--- config.mk ---
export PLATFORM = sky130hd
export DESIGN_NAME = auto_player_seq
export DESIGN_NICKNAME = d
export VERILOG_FILES = /design/src/rtl/auto_player_pkg.sv /design/src/rtl/song_edge_sel.sv /design/src/rtl/auto_player_seq.sv
export SDC_FILE = /design/constraint.sdc
export NUM_CORES = 1
export LEC_CHECK = 0
export ABC_AREA = 1
export CORE_ASPECT_RATIO = 0.7
export CORE_MARGIN = 2
export CORE_UTILIZATION = 24
export DETAILED_ROUTE_END_ITERATION = 16
export DONT_BUFFER_PORTS = 1
export REMOVE_ABC_BUFFERS = 1
export SYNTH_ARGS = -nofsm -noshare
export SYNTH_HDL_FRONTEND = slang
export SYNTH_HIERARCHICAL = 1
export SYNTH_SLANG_ARGS = --single-unit
--- constraint.sdc ---
create_clock -name clk -period 2.2 [get_ports clk]
set_clock_uncertainty 0.05 [all_clocks]
set_input_delay 0.44 -clock clk [delete_from_list [all_inputs] [get_ports clk]]
set_output_delay 0.44 -clock clk [all_outputs]
set_load 0.05 [all_outputs]
--- src/rtl/auto_player_pkg.sv ---
// ============================================================================
// Package : auto_player_pkg
// Brief   : Shared note codes, sequencer state encoding and note->LED decode.
// Rev     : 1.0
// ============================================================================
`default_nettype none

package auto_player_pkg;

    localparam logic [3:0] REST     = 4'h0;
    localparam logic [3:0] END_MARK = 4'hF;

    localparam logic [3:0] NOTE_DO  = 4'd1;
    localparam logic [3:0] NOTE_RE  = 4'd2;
    localparam logic [3:0] NOTE_MI  = 4'd3;
    localparam logic [3:0] NOTE_FA  = 4'd4;
    localparam logic [3:0] NOTE_SOL = 4'd5;
    localparam logic [3:0] NOTE_LA  = 4'd6;
    localparam logic [3:0] NOTE_SI  = 4'd7;

    typedef enum logic [2:0] {
        S_LOAD  = 3'd0,
        S_FETCH = 3'd1,
        S_PLAY  = 3'd2,
        S_GAP   = 3'd3,
        S_DONE  = 3'd4
    } state_t;

    function automatic logic [6:0] note_to_led(input logic [3:0] note);
        logic [6:0] led;
        led = 7'b0000000;
        case (note)
            NOTE_DO:  led = 7'b0000001;
            NOTE_RE:  led = 7'b0000010;
            NOTE_MI:  led = 7'b0000100;
            NOTE_FA:  led = 7'b0001000;
            NOTE_SOL: led = 7'b0010000;
            NOTE_LA:  led = 7'b0100000;
            NOTE_SI:  led = 7'b1000000;
            default:  led = 7'b0000000;
        endcase
        return led;
    endfunction

endpackage

`default_nettype wire

--- src/rtl/song_edge_sel.sv ---
// ============================================================================
// Module  : song_edge_sel
// Brief   : Next/prev rising-edge detect driving a wrapping song index.
// Rev     : 1.0
// ============================================================================
`default_nettype none

module song_edge_sel #(
    parameter int NUM_SONGS = 3,
    parameter int SONG_W    = $clog2(NUM_SONGS)
) (
    input  logic              clk,
    input  logic              reset,
    input  logic              song_next,
    input  logic              song_prev,
    output logic [SONG_W-1:0] song_idx,
    output logic              sel_valid
);

    localparam logic [SONG_W-1:0] LAST_SONG = SONG_W'(NUM_SONGS - 1);

    logic              next_hist_q, next_hist_d;
    logic              prev_hist_q, prev_hist_d;
    logic              armed_q,     armed_d;
    logic [SONG_W-1:0] idx_q,       idx_d;
    logic              rise_next;
    logic              rise_prev;

    // Detection is held off for the first cycle after reset so the history
    // can pick up a level that was already high; that level is not an edge.
    always_comb begin
        next_hist_d = song_next;
        prev_hist_d = song_prev;
        armed_d     = 1'b1;
        rise_next   = armed_q & song_next & ~next_hist_q;
        rise_prev   = armed_q & song_prev & ~prev_hist_q;
        sel_valid   = rise_next ^ rise_prev;
        idx_d       = idx_q;
        if (rise_next && !rise_prev) begin
            idx_d = (idx_q == LAST_SONG) ? '0 : idx_q + 1'b1;
        end else if (rise_prev && !rise_next) begin
            idx_d = (idx_q == '0) ? LAST_SONG : idx_q - 1'b1;
        end
    end

    always_ff @(posedge clk or negedge reset) begin
        if (!reset) begin
            next_hist_q <= 1'b0;
            prev_hist_q <= 1'b0;
            armed_q     <= 1'b0;
            idx_q       <= '0;
        end else begin
            next_hist_q <= next_hist_d;
            prev_hist_q <= prev_hist_d;
            armed_q     <= armed_d;
            idx_q       <= idx_d;
        end
    end

    assign song_idx = idx_q;

endmodule

`default_nettype wire

--- src/rtl/auto_player_seq.sv ---
// ============================================================================
// Module  : auto_player_seq
// Brief   : Auto-play sequencer stepping stored songs from a registered ROM.
// Rev     : 1.0
// ============================================================================
`default_nettype none

module auto_player_seq
    import auto_player_pkg::*;
#(
    parameter int NUM_SONGS  = 3,
    parameter int SONG_LEN   = 56,
    parameter int UNIT_TICKS = 10000000,
    parameter int GAP_TICKS  = 0,
    parameter int DUR_W      = 4
) (
    input  logic                         clk,
    input  logic                         reset,
    input  logic                         song_next,
    input  logic                         song_prev,
    input  logic                         pause,
    input  logic                         loop_en,
    output logic [$clog2(NUM_SONGS)-1:0] rom_song,
    output logic [$clog2(SONG_LEN)-1:0]  rom_pos,
    input  logic [3:0]                   rom_note,
    input  logic [1:0]                   rom_oct,
    input  logic [DUR_W-1:0]             rom_dur,
    output logic [3:0]                   note_out,
    output logic [1:0]                   octave_out,
    output logic [6:0]                   led_out,
    output logic [$clog2(NUM_SONGS)-1:0] song_idx,
    output logic                         playing,
    output logic                         song_done
);

    localparam int SONG_W   = $clog2(NUM_SONGS);
    localparam int POS_W    = $clog2(SONG_LEN);
    localparam int CNT_W    = $clog2((2 ** DUR_W) * UNIT_TICKS);
    localparam int GAP_W    = (GAP_TICKS > 1) ? $clog2(GAP_TICKS) : 1;
    localparam int GAP_LOAD = (GAP_TICKS > 0) ? GAP_TICKS - 1 : 0;

    localparam logic [POS_W-1:0] LAST_POS = POS_W'(SONG_LEN - 1);
    localparam logic [CNT_W-1:0] UNIT_C   = CNT_W'(UNIT_TICKS);
    localparam logic [GAP_W-1:0] GAP_INIT = GAP_LOAD[GAP_W-1:0];

    state_t             state_q, state_d;
    logic [POS_W-1:0]   pos_q,   pos_d;
    logic [CNT_W-1:0]   cnt_q,   cnt_d;
    logic [GAP_W-1:0]   gap_q,   gap_d;
    logic [3:0]         note_q,  note_d;
    logic [1:0]         oct_q,   oct_d;
    logic [6:0]         led_q,   led_d;
    logic               done_q,  done_d;

    logic [SONG_W-1:0]  sel_idx;
    logic               sel_valid;
    logic               advance;
    logic               end_of_song;
    logic [CNT_W-1:0]   dur_eff;
    logic               run_paused;

    song_edge_sel #(
        .NUM_SONGS (NUM_SONGS),
        .SONG_W    (SONG_W)
    ) u_song_edge_sel (
        .clk       (clk),
        .reset     (reset),
        .song_next (song_next),
        .song_prev (song_prev),
        .song_idx  (sel_idx),
        .sel_valid (sel_valid)
    );

    always_comb begin
        state_d     = state_q;
        pos_d       = pos_q;
        cnt_d       = cnt_q;
        gap_d       = gap_q;
        note_d      = note_q;
        oct_d       = oct_q;
        led_d       = led_q;
        done_d      = 1'b0;
        advance     = 1'b0;
        end_of_song = 1'b0;
        // A stored duration of zero still plays for one unit.
        dur_eff     = (rom_dur == '0) ? CNT_W'(1) : CNT_W'(rom_dur);

        case (state_q)
            S_LOAD: begin
                state_d = S_FETCH;
            end
            S_FETCH: begin
                if (rom_note == END_MARK) begin
                    end_of_song = 1'b1;
                end else begin
                    cnt_d   = dur_eff * UNIT_C - 1'b1;
                    note_d  = rom_note;
                    oct_d   = rom_oct;
                    led_d   = note_to_led(rom_note);
                    state_d = S_PLAY;
                end
            end
            S_PLAY: begin
                if (!pause) begin
                    if (cnt_q == '0) begin
                        note_d = REST;
                        led_d  = '0;
                        if (GAP_TICKS == 0) begin
                            advance = 1'b1;
                        end else begin
                            gap_d   = GAP_INIT;
                            state_d = S_GAP;
                        end
                    end else begin
                        cnt_d = cnt_q - 1'b1;
                    end
                end
            end
            S_GAP: begin
                if (!pause) begin
                    if (gap_q == '0) begin
                        advance = 1'b1;
                    end else begin
                        gap_d = gap_q - 1'b1;
                    end
                end
            end
            S_DONE: begin
                state_d = S_DONE;
            end
            default: begin
                state_d = S_LOAD;
            end
        endcase

        if (advance) begin
            if (pos_q == LAST_POS) begin
                end_of_song = 1'b1;
            end else begin
                pos_d   = pos_q + 1'b1;
                state_d = S_LOAD;
            end
        end

        if (end_of_song) begin
            done_d  = 1'b1;
            pos_d   = '0;
            state_d = loop_en ? S_LOAD : S_DONE;
        end

        // A song change overrides whatever step the sequencer was about to take.
        if (sel_valid) begin
            state_d = S_LOAD;
            pos_d   = '0;
            cnt_d   = '0;
            gap_d   = '0;
            note_d  = REST;
            led_d   = '0;
            done_d  = 1'b0;
        end
    end

    always_ff @(posedge clk or negedge reset) begin
        if (!reset) begin
            state_q <= S_LOAD;
            pos_q   <= '0;
            cnt_q   <= '0;
            gap_q   <= '0;
            note_q  <= REST;
            oct_q   <= '0;
            led_q   <= '0;
            done_q  <= 1'b0;
        end else begin
            state_q <= state_d;
            pos_q   <= pos_d;
            cnt_q   <= cnt_d;
            gap_q   <= gap_d;
            note_q  <= note_d;
            oct_q   <= oct_d;
            led_q   <= led_d;
            done_q  <= done_d;
        end
    end

    assign run_paused = pause && ((state_q == S_PLAY) || (state_q == S_GAP));

    assign rom_song   = sel_idx;
    assign rom_pos    = pos_q;
    assign song_idx   = sel_idx;
    assign note_out   = run_paused ? REST : note_q;
    assign led_out    = run_paused ? 7'b0000000 : led_q;
    assign octave_out = oct_q;
    assign playing    = ((state_q == S_PLAY) || (state_q == S_GAP)) && !pause;
    assign song_done  = done_q;

endmodule

`default_nettype wire

Word level (Yosys, flattened, before mapping)
Cells that the tools add are included.
Storage, ports and cells
  bits in registers: 57
  input bits: 16
  output and inout port bits: 25
  logic and storage cells: 118
Cells by class
  add/sub/neg operators: 6
  multipliers: 1
  eq/ne operators: 20
  multiplexer cells: 49
  bitwise gates (word level): 8
  reduce and logical (&&, ||, !) cells: 22
Operators with widths (count)
  two-way mux 28 bit: 4
  case mux 28 bit (2 select lines): 1
  subtractor 28 x 1 -> 28 bit, second input constant: 2
  case mux 7 bit (7 select lines): 1
  two-way mux 7 bit: 5
  logical NOT 28 bit: 1
  two-way mux 4 bit: 6
  two-way mux 6 bit: 4
  multiplier 4 x 17 -> 21 bit, second input constant: 1
  two-way mux 3 bit: 6
  == test 4 x 3 -> 1 bit, second input constant: 4
  != test 3 bit, second input constant: 5
  two-way mux 1 bit: 14
  case mux 7 bit (2 select lines): 1
  case mux 3 bit (4 select lines): 1
  == test 4 x 2 -> 1 bit, second input constant: 2
  two-way mux 2 bit: 4
  case mux 4 bit (2 select lines): 1
  AND reduction 4 bit: 2
  adder 6 x 1 -> 6 bit, second input constant: 1
  == test 3 x 2 -> 1 bit, second input constant: 2
  == test 6 bit, second input constant: 1
  AND reduction 2 bit: 3
  nonzero test 3 bit: 2
  other kinds (21): 32

Depth between registers and ports, before layout
Gate-level depths: netlist of run 1.
  depth in word-level cells: 7
  mapped depth: 27
  mapped depth without buffers: 27

By module
The synthesis of run 1 kept the hierarchy.
Modules (own cells, without submodules)
  auto_player_seq: instances 1, cells each 728, area an instance 4685.7 µm², seq. area each 1276.2 µm²
  song_edge_sel: instances 1, cells each 30, area an instance 260.2 µm², seq. area each 125.1 µm²

Worst setup path before layout of run 1
No wires, ideal clock.
  path type: in2reg
  start point: input rom_dur[2]
  end point: register cnt_q[25]
  setup time: 117 ps
  arrival: 3511 ps
  data required time: 2033 ps
  setup slack: -1478 ps
  stages on the path: 26
  path buffers: 0
  cells stage by stage: inv_1 -> ha_1 -> nand3_1 -> inv_1 -> nor2_1 -> ha_1 -> ha_1 -> ha_1 -> inv_1 -> fa_1 -> inv_1 -> nand2_1 -> nand2_1 -> inv_1 -> nor2_1 -> nand3_1 -> nor2_1 -> nand2_1 -> nor2_1 -> nand2_1 -> nor2_1 -> nand2_1 -> nand2_1 -> nand3_1 -> nand2_1 -> nand2_1
Between the ends
  cells in the longest elaborated chain, start to end: 7
RTL lines
  start, declared: RTL line auto_player_seq.sv:27  | input logic [DUR_W-1:0] rom_dur,
  logical NOT 4 bit: RTL line auto_player_seq.sv:86  | dur_eff = (rom_dur == '0) ? CNT_W'(1) : CNT_W'(rom_dur);
  two-way mux 4 bit *: RTL line auto_player_seq.sv:86
  multiplier 4 x 17 -> 21 bit *: RTL line auto_player_seq.sv:96  | cnt_d = dur_eff * UNIT_C - 1'b1;
  subtractor 28 x 1 -> 28 bit *: RTL line auto_player_seq.sv:96
  two-way mux 28 bit *: RTL line auto_player_seq.sv:93  | if (rom_note == END_MARK) begin
  case mux 28 bit (2 select lines) *: RTL line auto_player_seq.sv:88  | case (state_q)
  two-way mux 28 bit *: RTL line auto_player_seq.sv:152  | if (sel_valid) begin
  end signal, assigned: RTL line auto_player_seq.sv:176  | cnt_q <= cnt_d;
  end, declared: RTL line auto_player_seq.sv:48  | logic [CNT_W-1:0] cnt_q, cnt_d;
Mark *: on every way between the ends. The rest lies on a longest branch, timed or not. The select of a mux whose other input is x is not followed.
A chain may end at the register's enable or synchronous reset.

Worst setup path after layout of run 1
Same ends and word-level chain as after synthesis.

==> key figures, run 1 <==
Logic synthesis
  – Top cell type's share of synthesized area: approximately 28%
  – Post-synth ARST share: between 90% and 100%
  – Cell count after synthesis: about 760
  – Yosys top cell by area: dfrtp_1
  – Most used flip-flop cell after synthesis: dfrtp_1
  – Count of cell types in the netlist: 47
  – Seq/Total Area, Yosys: about 28%
  – Ys Warns: 6
  – Avg Inst Size Synth: about 6.5 um^2
  – Synth area leaders: dfrtp_1 (28%), nand2_1 (15%), inv_1 (9.3%)
  – Synthesized cell area: roughly 4900 um^2
  – Post-synthesis register bit count: between 50 and 60
  – Number of flops mapped to enable cells by yosys: 0

CTS
  – CTS Buffer Depth: 2
  – H-tree depth: 2
  – Sink Count: between 50 and 60
  – Clk root buf: clkbuf_16
  – Clk_lat worst skew: slightly below 0.3 ns
  – Total CTS buffers: 5
  – CTS tree: built
  – Worst-path clk slew: approximately 0.070 ns

Worst setup path
  – CP Data Arrival Time: 3.19 ns
  – Worst EP required: roughly 2.3 ns
  – Endpoint type of the worst setup path: register
  – Largest stage delay, worst path: 0.58 ns
  – Crit path kind: input pin to register
  – Largest delay share family, worst path: adder cells
  – Cell chain of the critical path: inv_8 > ha_4 > nand3_4 > inv_4 > nor2_4 > ha_4 > ha_4 > ha_4 > inv_2 > fa_2 > inv_2 > nor2_4 > nand3_2 > nor2_4 > nand2_2 > nor2_4 > nand2_2 > nor2_2 > nand2_1 > nand2_1 > nand3_1 > nand2_1 > nand2_1
  – Critical Path Start Type: input pin
  – Crit path max fanout: 6
  – CP bufs+invs: 4
  – Slowest CP cell: fa_2

GRT
  – Grt ovf: 0
  – GRT Total Usage: ~13%
  – Initial antenna violation count: 0
  – Pin count of the biggest net entering global routing: 57
  – First-pass GRT wire length: 23900 um
  – Vias in the first global route: between 4k and 5k

Run status
  – Failing checks: setup timing
  – Status: complete, but fails checks

Timing
  – Slew Limit Fails: 0
  – RSZ-0062 raised after global routing: yes
  – Final TNS setup: -12.70 ns
  – Hold Vio Cnt, Final: 0
  – Min Hold Slack: 0.123 ns
  – Peak Freq: 328 MHz
  – Minimum clock period: between 3 and 4 ns
  – Tcrit/Tclk final: 139%
  – Endpoints failing setup: 17
  – Slack of the critical path: -0.848 ns

Floorplanning
  – Core area: between 20000 and 25000 um^2
  – Die area: roughly 22000 um^2
  – Vert. Die Dim: between 100 and 150 um
  – Row count: 43
  – Die extent in x: 176 um
  – Num ports: 41
  – Starting density of the core: around a quarter

Layout
  – Antenna diodes: 0
  – Filler cells: ~2.1k
  – Layout cells sized above 1: between 30% and 40%
  – Area Growth Syn to Fin: 48.2%
  – Layout Utilization: between 30 and 40%
  – Final Net Count: roughly 960

Placement
  – HPWL Detailed: ~11000 um
  – I/O Buffers: 0
  – GPL Wtd Cong: about 0.88

Power and ir drop
  – Power per cell area: between 1000 and 1500 nW/um^2
  – Design Power: around 7.5 mW
  – Max IR drop VDD: slightly below 0.5 mV
  – Pleak: between 3 and 4 nW

Drt
  – Routed WL per cell: about 12 um
  – Vias per cell: about 4.5
  – Initial DRT Pass Iterations: 5
  – Vias: about 5.3k
  – Remaining antenna violation count after routing: 0
  – Detailed Route Iter0 Violations: between 200 and 250
  – Detailed Route WL: 14700 um
  – Drt drc: 0

Job
  – Max cap viols: 0

Worst hold path
  – Worst Hold Class: input pin to register
where the power goes:
group / internal, mW / switching (mW)
sequential: 1.42 / 0.377
clock: 0.456 / 0.359
combinational: 1.93 / 2.91
total: 3.81 / 3.64
sequential cells by signal, indices dropped and copies added (netlist names):
name,cells
cnt_q,28
led_q,7
note_q,4
octave_out,2
rom_pos,6
song_done,1
state_q,3
u_song_edge_sel/armed_q,1
u_song_edge_sel/next_hist_q,1
u_song_edge_sel/prev_hist_q,1
u_song_edge_sel/song_idx,2
logic make-up (layout without fill, tap and decap cells):
| group | count (synthesis) | after routing | share of synthesized area (%) |
|---|---|---|---|
| AND/OR/NAND/NOR | 401 | 401 | 35.8 |
| buffers and inverters | 146 | 298 | 11.7 |
| AO/OA/AOI/OAI | 113 | 113 | 14.1 |
| flip-flops | 56 | 56 | 28.3 |
| adder cells (fa/ha/maj) | 31 | 31 | 8.15 |
| XOR/XNOR | 10 | 10 | 1.77 |
| other | 1 | 1 | 0.0758 |
stage by stage:
step / area, um^2 / cells / setup WS [ns]
after global placement: 6210 / 1147 / -1.44
final: 7330 / 1180 / -0.848
after CTS: 6830 / 1166 / -0.788
after global routing: 7330 / 1180 / -1.05
after floorplan: 4860 / 743 / -1.48
after detailed placement: 6210 / 1147 / -1.55
layout by cell type, fill, tap and decap left out, drive strengths merged, types with 8 or more instances in the layout:
cell type,count
o21ai,58
nand3,74
a21oi,33
nor2,95
xor2,8
o22ai,11
nand4,12
nand2,197
buf,158
clkbuf,8
nor3,15
inv,130
dfrtp,56
ha,29
worst paths after layout:
kind | startpoint | endpoint | slack (ns) | depth (start not counted)
max | rom_dur[2] | cnt_q[25] | -0.85 | 23
min | song_prev | u_song_edge_sel/prev_hist_q | 0.12 | 0
max reg2reg | cnt_q[0] | cnt_q[27] | -0.08 | 12
min reg2reg | cnt_q[25] | cnt_q[25] | 0.48 | 2
max in group asynchronous | reset | rom_pos[0] | 1.22 | 2
min in group asynchronous | reset | cnt_q[19] | 0.63 | 2
layout make-up:
class                      instances  area, um^2  share of cell area (%)
multi-input combinational        556        3590                    49.0
clock buffer                       8         146                    2.00
tap                              270         338                    4.61
sequential                        56        1400                    19.1
inverter                         131         529                    7.22
timing repair buffer             159        1320                    18.0
what timing repair did:
item                       CTS  global route
setup buffers               10            13
setup endpoints to repair   31            58
cloned                       0             1
hold buffers                 2             0
resized for setup          104           102
pin swaps                   44            33
hold endpoints to repair    56             0
Yosys cell counts (all sizes together), types with 2 or more instances:
master,count
a21oi,33
a31oi,2
and2,2
buf,8
clkbuf,7
dfrtp,56
fa,2
ha,29
inv,130
nand2,197
nand3,74
nand3b,2
nand4,12
nor2,95
nor3,15
nor4,2
o21ai,58
o21bai,2
o22ai,11
xnor2,2
xor2,8
metal layers:
metal / up-vias / part of all wire [%] / GRT usage, %
met2: 103 / 45 / 20.9
li1: 2739 / - / -
met4: 0 / 0.71 / 1.55
met1: 2417 / 50 / 19.7
met5: - / 0 / 0
met3: 12 / 4.5 / 2.63
Power figures use the tool's default switching activity.
==> inputs of run 2 (changes only) <==
--- a/config.mk
+++ b/config.mk
@@ -11,6 +11,7 @@
 export CORE_UTILIZATION = 24
 export DETAILED_ROUTE_END_ITERATION = 16
 export DONT_BUFFER_PORTS = 1
+export PLACE_DENSITY = 0.49
 export REMOVE_ABC_BUFFERS = 1
 export SYNTH_ARGS = -nofsm -noshare
 export SYNTH_HDL_FRONTEND = slang
==> constraint.sdc (replaced) <==
create_clock -name clk -period 3.4 [get_ports clk]
set_clock_uncertainty 0.05 [all_clocks]
set_input_delay 0.68 -clock clk [delete_from_list [all_inputs] [get_ports clk]]
set_output_delay 0.68 -clock clk [all_outputs]
set_load 0.05 [all_outputs]
==> run 2 against run 1 <==
The run now ends clean. Wire length shrank 4.8%. Total power shrank 43%. Sequential power shrank 27%. Sequential cell count is the same. Critical endpoint unchanged. Largest cell class unchanged. Critical path depth is the same. First-iteration DRC count grew 22%. Core utilization shrank 4.4 points. Clock power shrank 34%. Non-clock buffer count shrank 67. Die area is the same. Cell count shrank 5.7%. Highest routed layer unchanged. Setup slack gained 0.92 ns.
==> key figures, run 2 (synthesized netlist as in run 1, its figures left out) <==
CTS
  – Clk_lat worst skew: 0.29 ns (about the same)
  – Sink Count: 56 (unchanged)
  – CTS tree: built
  – CTS Buffer Depth: 2 (unchanged)
  – Cts hold-fix bufs: 0 (-2)
  – H-tree depth: 2 (unchanged)
  – Total CTS buffers: 5 (unchanged)
  – Worst-path clk slew: 0.07 ns (about the same)
  – Clk root buf: clkbuf_16

Worst setup path
  – FF-to-FF setup slack: 0.72 ns (+0.80 ns)
  – Worst EP required: 3.54 ns (+1.20 ns)
  – Endpoint type of the worst setup path: register
  – Cell chain of the critical path: inv_4 > ha_4 > nand3_2 > inv_2 > nor2_4 > ha_4 > ha_4 > ha_4 > inv_2 > fa_2 > inv_2 > nor2_4 > nand3_2 > nor2_4 > nand2_2 > nor2_4 > nand2_2 > nor2_2 > nand2_1 > nand2_1 > nand3_1 > nand2_1 > nand2_1
  – Largest stage delay, worst path: 0.55 ns (-0.03 ns)
  – Crit path kind: input pin to register
  – CP Data Arrival Time: 3.47 ns (+0.28 ns)
  – Crit path max fanout: 4 (-2)
  – Critical Path Start Type: input pin
  – Slowest CP cell: fa_2

Timing
  – Minimum clock period: approximately 3.3 ns
  – Peak Freq: between 300 and 400 MHz
  – Max transition margin: a little over a third
  – Slew Limit Fails: 0 (unchanged)
  – Tcrit/Tclk final: between 90% and 100%
  – Min Hold Slack: 0.0222 ns (-0.101 ns)
  – Worst slew pin tran: 0.966 ns
  – Endpoints failing setup: 0 (-17)
  – RSZ-0062 raised after global routing: yes
  – Slack of the critical path: 0.0708 ns (+0.919 ns)
  – Hold Vio Cnt, Final: 0 (unchanged)

Power and ir drop
  – Sw power: 2.15 mW (-41%)
  – Switching share of power: 51.0% (+2.2 points)
  – Comb pwr share: 56.1% (-8.9 points)
  – Cell internal pwr: 2.06 mW (-46%)
  – Power per cell area: 652 nW/um^2 (-36%)
  – Pleak: 3.11 nW (-12%)
  – Sequential power share: 31.1% (+7.0 points)
  – Max IR drop VDD: 0.284 mV (-42%)
  – Share of total power in the clock network: 12.8% (+1.9 points)

Floorplanning
  – Starting density of the core: 24.7% (unchanged)
  – Core area: 20000 um^2 (unchanged)
  – Num ports: 41 (unchanged)
  – Die extent in x: 176 um (unchanged)
  – Die area: 21800 um^2 (unchanged)
  – Vert. Die Dim: 124 um (unchanged)
  – Row count: 43 (unchanged)

Layout
  – FF/Latch Area: 1400 um^2 (unchanged)
  – Final Net Count: 889 (-7.0%)
  – Antenna diodes: 0 (unchanged)
  – Multi-input gate area: 3380 um^2 (-6.0%)
  – Layout cells sized above 1: 26.2% (-9.6 points)
  – Area Growth Syn to Fin: 30.6%
  – Fin cells: 1113 (-5.7%)
  – Filler cells: 2178 (+4.9%)
  – Number of flip-flops in the largest register: 28 (unchanged)
  – Highest-count cells in the layout ignoring fill and taps: nand2_1 (171), inv_1 (110), buf_4 (91), nor2_1 (73), nand3_1 (58)
  – Largest Register: cnt_q
  – Most common cell after layout, fill and taps aside: nand2_1

Drt
  – Routed WL per cell: 12.6 um (+0.92%)
  – Vias per cell: 4.39 (-1.8%)
  – Detailed Route WL: 14000 um (-4.8%)
  – Detailed Route Iter0 Violations: 285 (+22%)
  – Vias: 4881 (-7.4%)
  – Initial DRT Pass Iterations: 7 (+2)
  – Drt drc: 0 (unchanged)
  – Remaining antenna violation count after routing: 0 (unchanged)

GRT
  – First-pass GRT wire length: 22900 um (-4.1%)
  – Initial antenna violation count: 0 (unchanged)
  – Grt ovf: 0 (unchanged)
  – Pin count of the biggest net entering global routing: 57 (unchanged)
  – Vias in the first global route: 4503 (-8.4%)
  – GRT Total Usage: 12.9% (-0.49 points)

Placement
  – HPWL Detailed: 10700 um (-0.52%)
  – GPL Wtd Cong: 0.825 (-6.3%)
  – I/O Buffers: 0 (unchanged)
  – Dpl ws: -0.549 ns (+1.01 ns)
  – Cell Count Post-Placement: 1098 (-4.3%)

Worst hold path
  – Worst Hold Class: input pin to asynchronous set/reset pin

Job
  – Max cap viols: 0 (unchanged)

Run status
  – Status: completed
==> run 2: worst paths after layout <==
| path | from | to | cells after the start |
|---|---|---|---|
| min | reset | led_q[4] | 0 |
| min reg2reg | cnt_q[26] | cnt_q[26] | 2 |
| max in group asynchronous | reset | cnt_q[2] | 0 |
| max | rom_dur[3] | cnt_q[25] | 23 |
| max reg2reg | cnt_q[0] | cnt_q[5] | 13 |
| min in group clk | song_next | u_song_edge_sel/next_hist_q | 0 |
==> run 2: cell type report <==
class	instances	share of cell area (%)
sequential	56	21.7
multi-input combinational	556	52.3
tap	270	5.23
clock buffer	8	2.27
inverter	131	7.77
timing repair buffer	92	10.8
==> run 2: per-layer routing <==
layer / global-route usage [%] / part of all wire [%] / routed length, um
met5: 0 / 0 / 0
met4: 0.930 / 0.14 / 19
met3: 1.98 / 3.9 / 548
met2: 18.7 / 41 / 5730
met1: 20.6 / 55 / 7720
==> run 2: what timing repair did <==
item                       in CTS  in global routing
buffers inserted                1                  7
setup endpoints to repair      11                 13
hold endpoints to repair        0                  0
pin swaps                      15                 41
gates resized for setup        27                 76
==> run 2: power groups by stage <==
| stage | registers (mW) | logic (mW) | clock network [mW] |
|---|---|---|---|
| 2_1_floorplan | 1.27 | 1.60 | 0 |
| 3_3_place_gp | 1.32 | 2.23 | 0 |
| 3_5_place_dp | 1.32 | 2.23 | 0 |
| 4_1_cts | 1.31 | 2.26 | 0.554 |
| 5_1_grt | 1.35 | 2.69 | 0.582 |
| 6_report | 1.31 | 2.36 | 0.539 |
==> run 2: worst max-delay path: cells and delay by family <==
kind / cells / cell delay [ns]
adders and majority gates: 5 / 1.34
buffers and inverters: 4 / 0.16
and+or+nand+nor: 14 / 1.30
==> run 2: per-stage QoR <==
stage | total power [mW] | area, um^2 | util [%] | setup TNS, ns
floorplan | 2.86 | 4860 | - | -5.90
CTS | 4.12 | 6060 | 30.3 | 0
finish | 4.21 | 6460 | 32.3 | 0
detailed placement | 3.55 | 5830 | 29.1 | -6.57
global placement | 3.54 | 5830 | 29.1 | -5.72
global route | 4.62 | 6460 | 32.3 | -0.362
==> inputs of run 3 (changes only) <==
--- a/config.mk
+++ b/config.mk
@@ -6,7 +6,6 @@
 export NUM_CORES = 1
 export LEC_CHECK = 0
 export ABC_AREA = 1
-export CORE_ASPECT_RATIO = 0.7
 export CORE_MARGIN = 2
 export CORE_UTILIZATION = 24
 export DETAILED_ROUTE_END_ITERATION = 16
==> run 3 against run 2 <==
Combinational power about the same. Cell count decreased by 0.27%. Clock-buffer cell count down 3. Global-route usage is 0.33 points lower. Via count is 0.14% higher. Total power is 4.2% higher. Die area barely moved. Sequential power about the same. Hold slack lost 0.0030 ns. Clock power increased by 39%.
==> key figures, run 3 (synthesized netlist as in run 1, its figures left out) <==
Timing
  – Slack of the critical path: 0.141 ns (+0.0700 ns)
  – Worst slew pin tran: 0.959 ns (-0.00667 ns)
  – Slew Limit Fails: 0 (unchanged)
  – RSZ-0062 raised after global routing: yes
  – Minimum clock period: 3.26 ns (-0.0700 ns)
  – Tcrit/Tclk final: 95.9% (-2.1 points)
  – Peak Freq: 307 MHz (+2.1%)
  – Max transition margin: 36.0% (+0.44 points)
  – Hold Vio Cnt, Final: 0 (unchanged)
  – Endpoints failing setup: 0 (unchanged)

Worst setup path
  – Crit Reg-Reg Endpoint: led_q[6]
  – Worst Setup SP: rom_dur[2]
  – CP Data Arrival Time: 3.41 ns (-0.06 ns)
  – FF-to-FF setup slack: 0.66 ns (-0.06 ns)
  – Crit path kind: input pin to register
  – Crit path max fanout: 6 (+2)
  – Worst R2R Start: u_song_edge_sel/prev_hist_q
  – Register-to-Register Path Depth: 11 (-2)
  – Worst EP required: 3.55 ns (about the same)
  – Endpoint type of the worst setup path: register
  – Critical Path Start Type: input pin

Layout
  – Layout Utilization: 31.8% (-0.49 points)
  – Largest Register: cnt_q
  – Final Net Count: 886 (-0.34%)
  – Antenna diodes: 0 (unchanged)
  – Highest-count cells in the layout ignoring fill and taps: nand2_1 (174), inv_1 (114), buf_4 (88), nor2_1 (74), nand3_1 (61)
  – Most common cell after layout, fill and taps aside: nand2_1
  – Area Growth Syn to Fin: 30.0%
  – Number of flip-flops in the largest register: 28 (unchanged)
  – Layout cells sized above 1: 24.6% (-1.6 points)

Drt
  – Met3 wire len: 399 um (-27%)
  – Vias per cell: 4.40 (+0.41%)
  – M1 WL: 6570 um (-15%)
  – Metal2 WL: 6320 um (+10%)
  – Detailed Route Iter0 Violations: 225 (-21%)
  – Remaining antenna violation count after routing: 0 (unchanged)
  – Initial DRT Pass Iterations: 4 (-3)
  – Detailed Route WL: 13500 um (-3.9%)
  – Routed WL per cell: 12.1 um (-3.6%)
  – Drt drc: 0 (unchanged)
  – Max Used Layer: met4
  – Vias: 4888 (+0.14%)

Placement
  – HPWL Detailed: 10300 um (-3.3%)
  – Dpl ws: -0.525 ns (+0.0244 ns)
  – I/O Buffers: 0 (unchanged)
  – GPL Wtd Cong: 0.802 (-2.8%)

Floorplanning
  – Die extent in x: 148 um (-16%)
  – Row count: 52 (+21%)
  – Die area: 21800 um^2 (about the same)
  – Core area: 20200 um^2 (+1.1%)
  – Num ports: 41 (unchanged)
  – Vert. Die Dim: 148 um (+19%)
  – Starting density of the core: 24.4% (-0.27 points)

GRT
  – Initial antenna violation count: 0 (unchanged)
  – First-pass GRT wire length: 22800 um (-0.72%)
  – Grt ovf: 0 (unchanged)
  – Pin count of the biggest net entering global routing: 57 (unchanged)
  – Vias in the first global route: 4766 (+5.8%)
  – GRT Total Usage: 12.6% (-0.33 points)

Run status
  – Status: completed

CTS
  – Sink Count: 56 (unchanged)
  – Worst-path clk slew: 0.08 ns (about the same)
  – H-tree depth: 2 (unchanged)
  – Cts hold-fix bufs: 0 (unchanged)
  – Total CTS buffers: 5 (unchanged)
  – CTS tree: built
  – CTS Buffer Depth: 2 (unchanged)
  – Clk_lat worst skew: 0.30 ns (about the same)
  – Clk root buf: clkbuf_16

Worst hold path
  – Worst Hold Class: input pin to asynchronous set/reset pin

Power and ir drop
  – Design Power: 4.39 mW (+4.2%)
  – Pleak: 3.12 nW (+0.46%)
  – Power per cell area: 683 nW/um^2 (+4.7%)
  – Max IR drop VDD: 0.301 mV (+6.0%)

Job
  – Max cap viols: 0 (unchanged)
-- run 3: cell types whose count changed in the layout (fill, tap and decap cells not counted), moves of 2 or more --
| cell | change |
|---|---|
| ha_4 | -4 |
| inv_1 | +4 |
| inv_2 | -4 |
| nand3_2 | -4 |
| buf_4 | -3 |
| bufinv_16 | +3 |
| ha_1 | +3 |
| nand2_1 | +3 |
| nand2_2 | -3 |
| nand3_1 | +3 |
| clkbuf_1 | -2 |
-- run 3: worst max-delay path: stages --
cell and delay (ns):
inv_8 0.02, ha_4 0.15, nand3_4 0.06, inv_2 0.04
nor2_4 0.12, ha_4 0.23, ha_4 0.27, ha_4 0.12
inv_2 0.04, fa_2 0.35, inv_2 0.07, nand2_2 0.06
nand2_2 0.08, inv_2 0.05, nor2_4 0.12, nand3_2 0.10
nor2_4 0.14, nand2_2 0.09, nor2_4 0.12, nand2_2 0.08
nor2_4 0.11, nand2_1 0.05, nand2_1 0.05, nand3_1 0.07
nand2_1 0.07, nand2_1 0.04
-- run 3: cell type report --
| type | count | area, um^2 |
|---|---|---|
| well taps | 270 | 338 |
| repair buffers | 89 | 672 |
| clock buffers | 5 | 125 |
| fillers | 2227 | 13800 |
| multi-input cells | 556 | 3300 |
| flip-flops and latches | 56 | 1400 |
| clock inverters | 3 | 90.1 |
| inverters | 131 | 507 |
-- run 3: power breakdown --
part           internal (mW)  leakage, nW  switching [mW]
Clock                  0.497        0.104           0.250
Sequential             0.915        0.711           0.389
Combinational          0.844         2.31            1.50
-- run 3: how the worst max path moves through the flow --
stage               cells past startpoint  slack (ns)        end
floorplan                              26       -0.52  cnt_q[25]
global placement                       20       -0.49  cnt_q[23]
detailed placement                     26       -0.52  cnt_q[25]
CTS                                    25       0.003  cnt_q[19]
global route                           26       -0.03  cnt_q[25]
finish                                 26        0.14  cnt_q[25]
-- run 3: through the flow --
step | std cells | hold WS (ns) | area [um^2] | setup TNS [ns]
2_1_floorplan | 743 | 0.334 | 4860 | -5.90
3_3_place_gp | 1092 | 0.336 | 5790 | -5.57
3_5_place_dp | 1092 | 0.336 | 5790 | -6.07
4_1_cts | 1106 | 0.00822 | 6150 | 0
5_1_grt | 1110 | 0.00298 | 6430 | -0.107
6_report | 1110 | 0.0192 | 6430 | 0
-- run 3: routing by layer --
metal	track usage, %	up-vias
met3	1.60	12
met2	21.8	66
met4	3.08	0
met5	0	-
li1	-	2586
met1	16.6	2224
-- run 3: what timing repair did --
action                                 CTS  global route
resized for setup                       31            60
pin swaps                               20            27
setup buffers                            6             4
setup endpoints to repair               11            15
gates cloned                             0             0
endpoints found under the hold margin    0             0
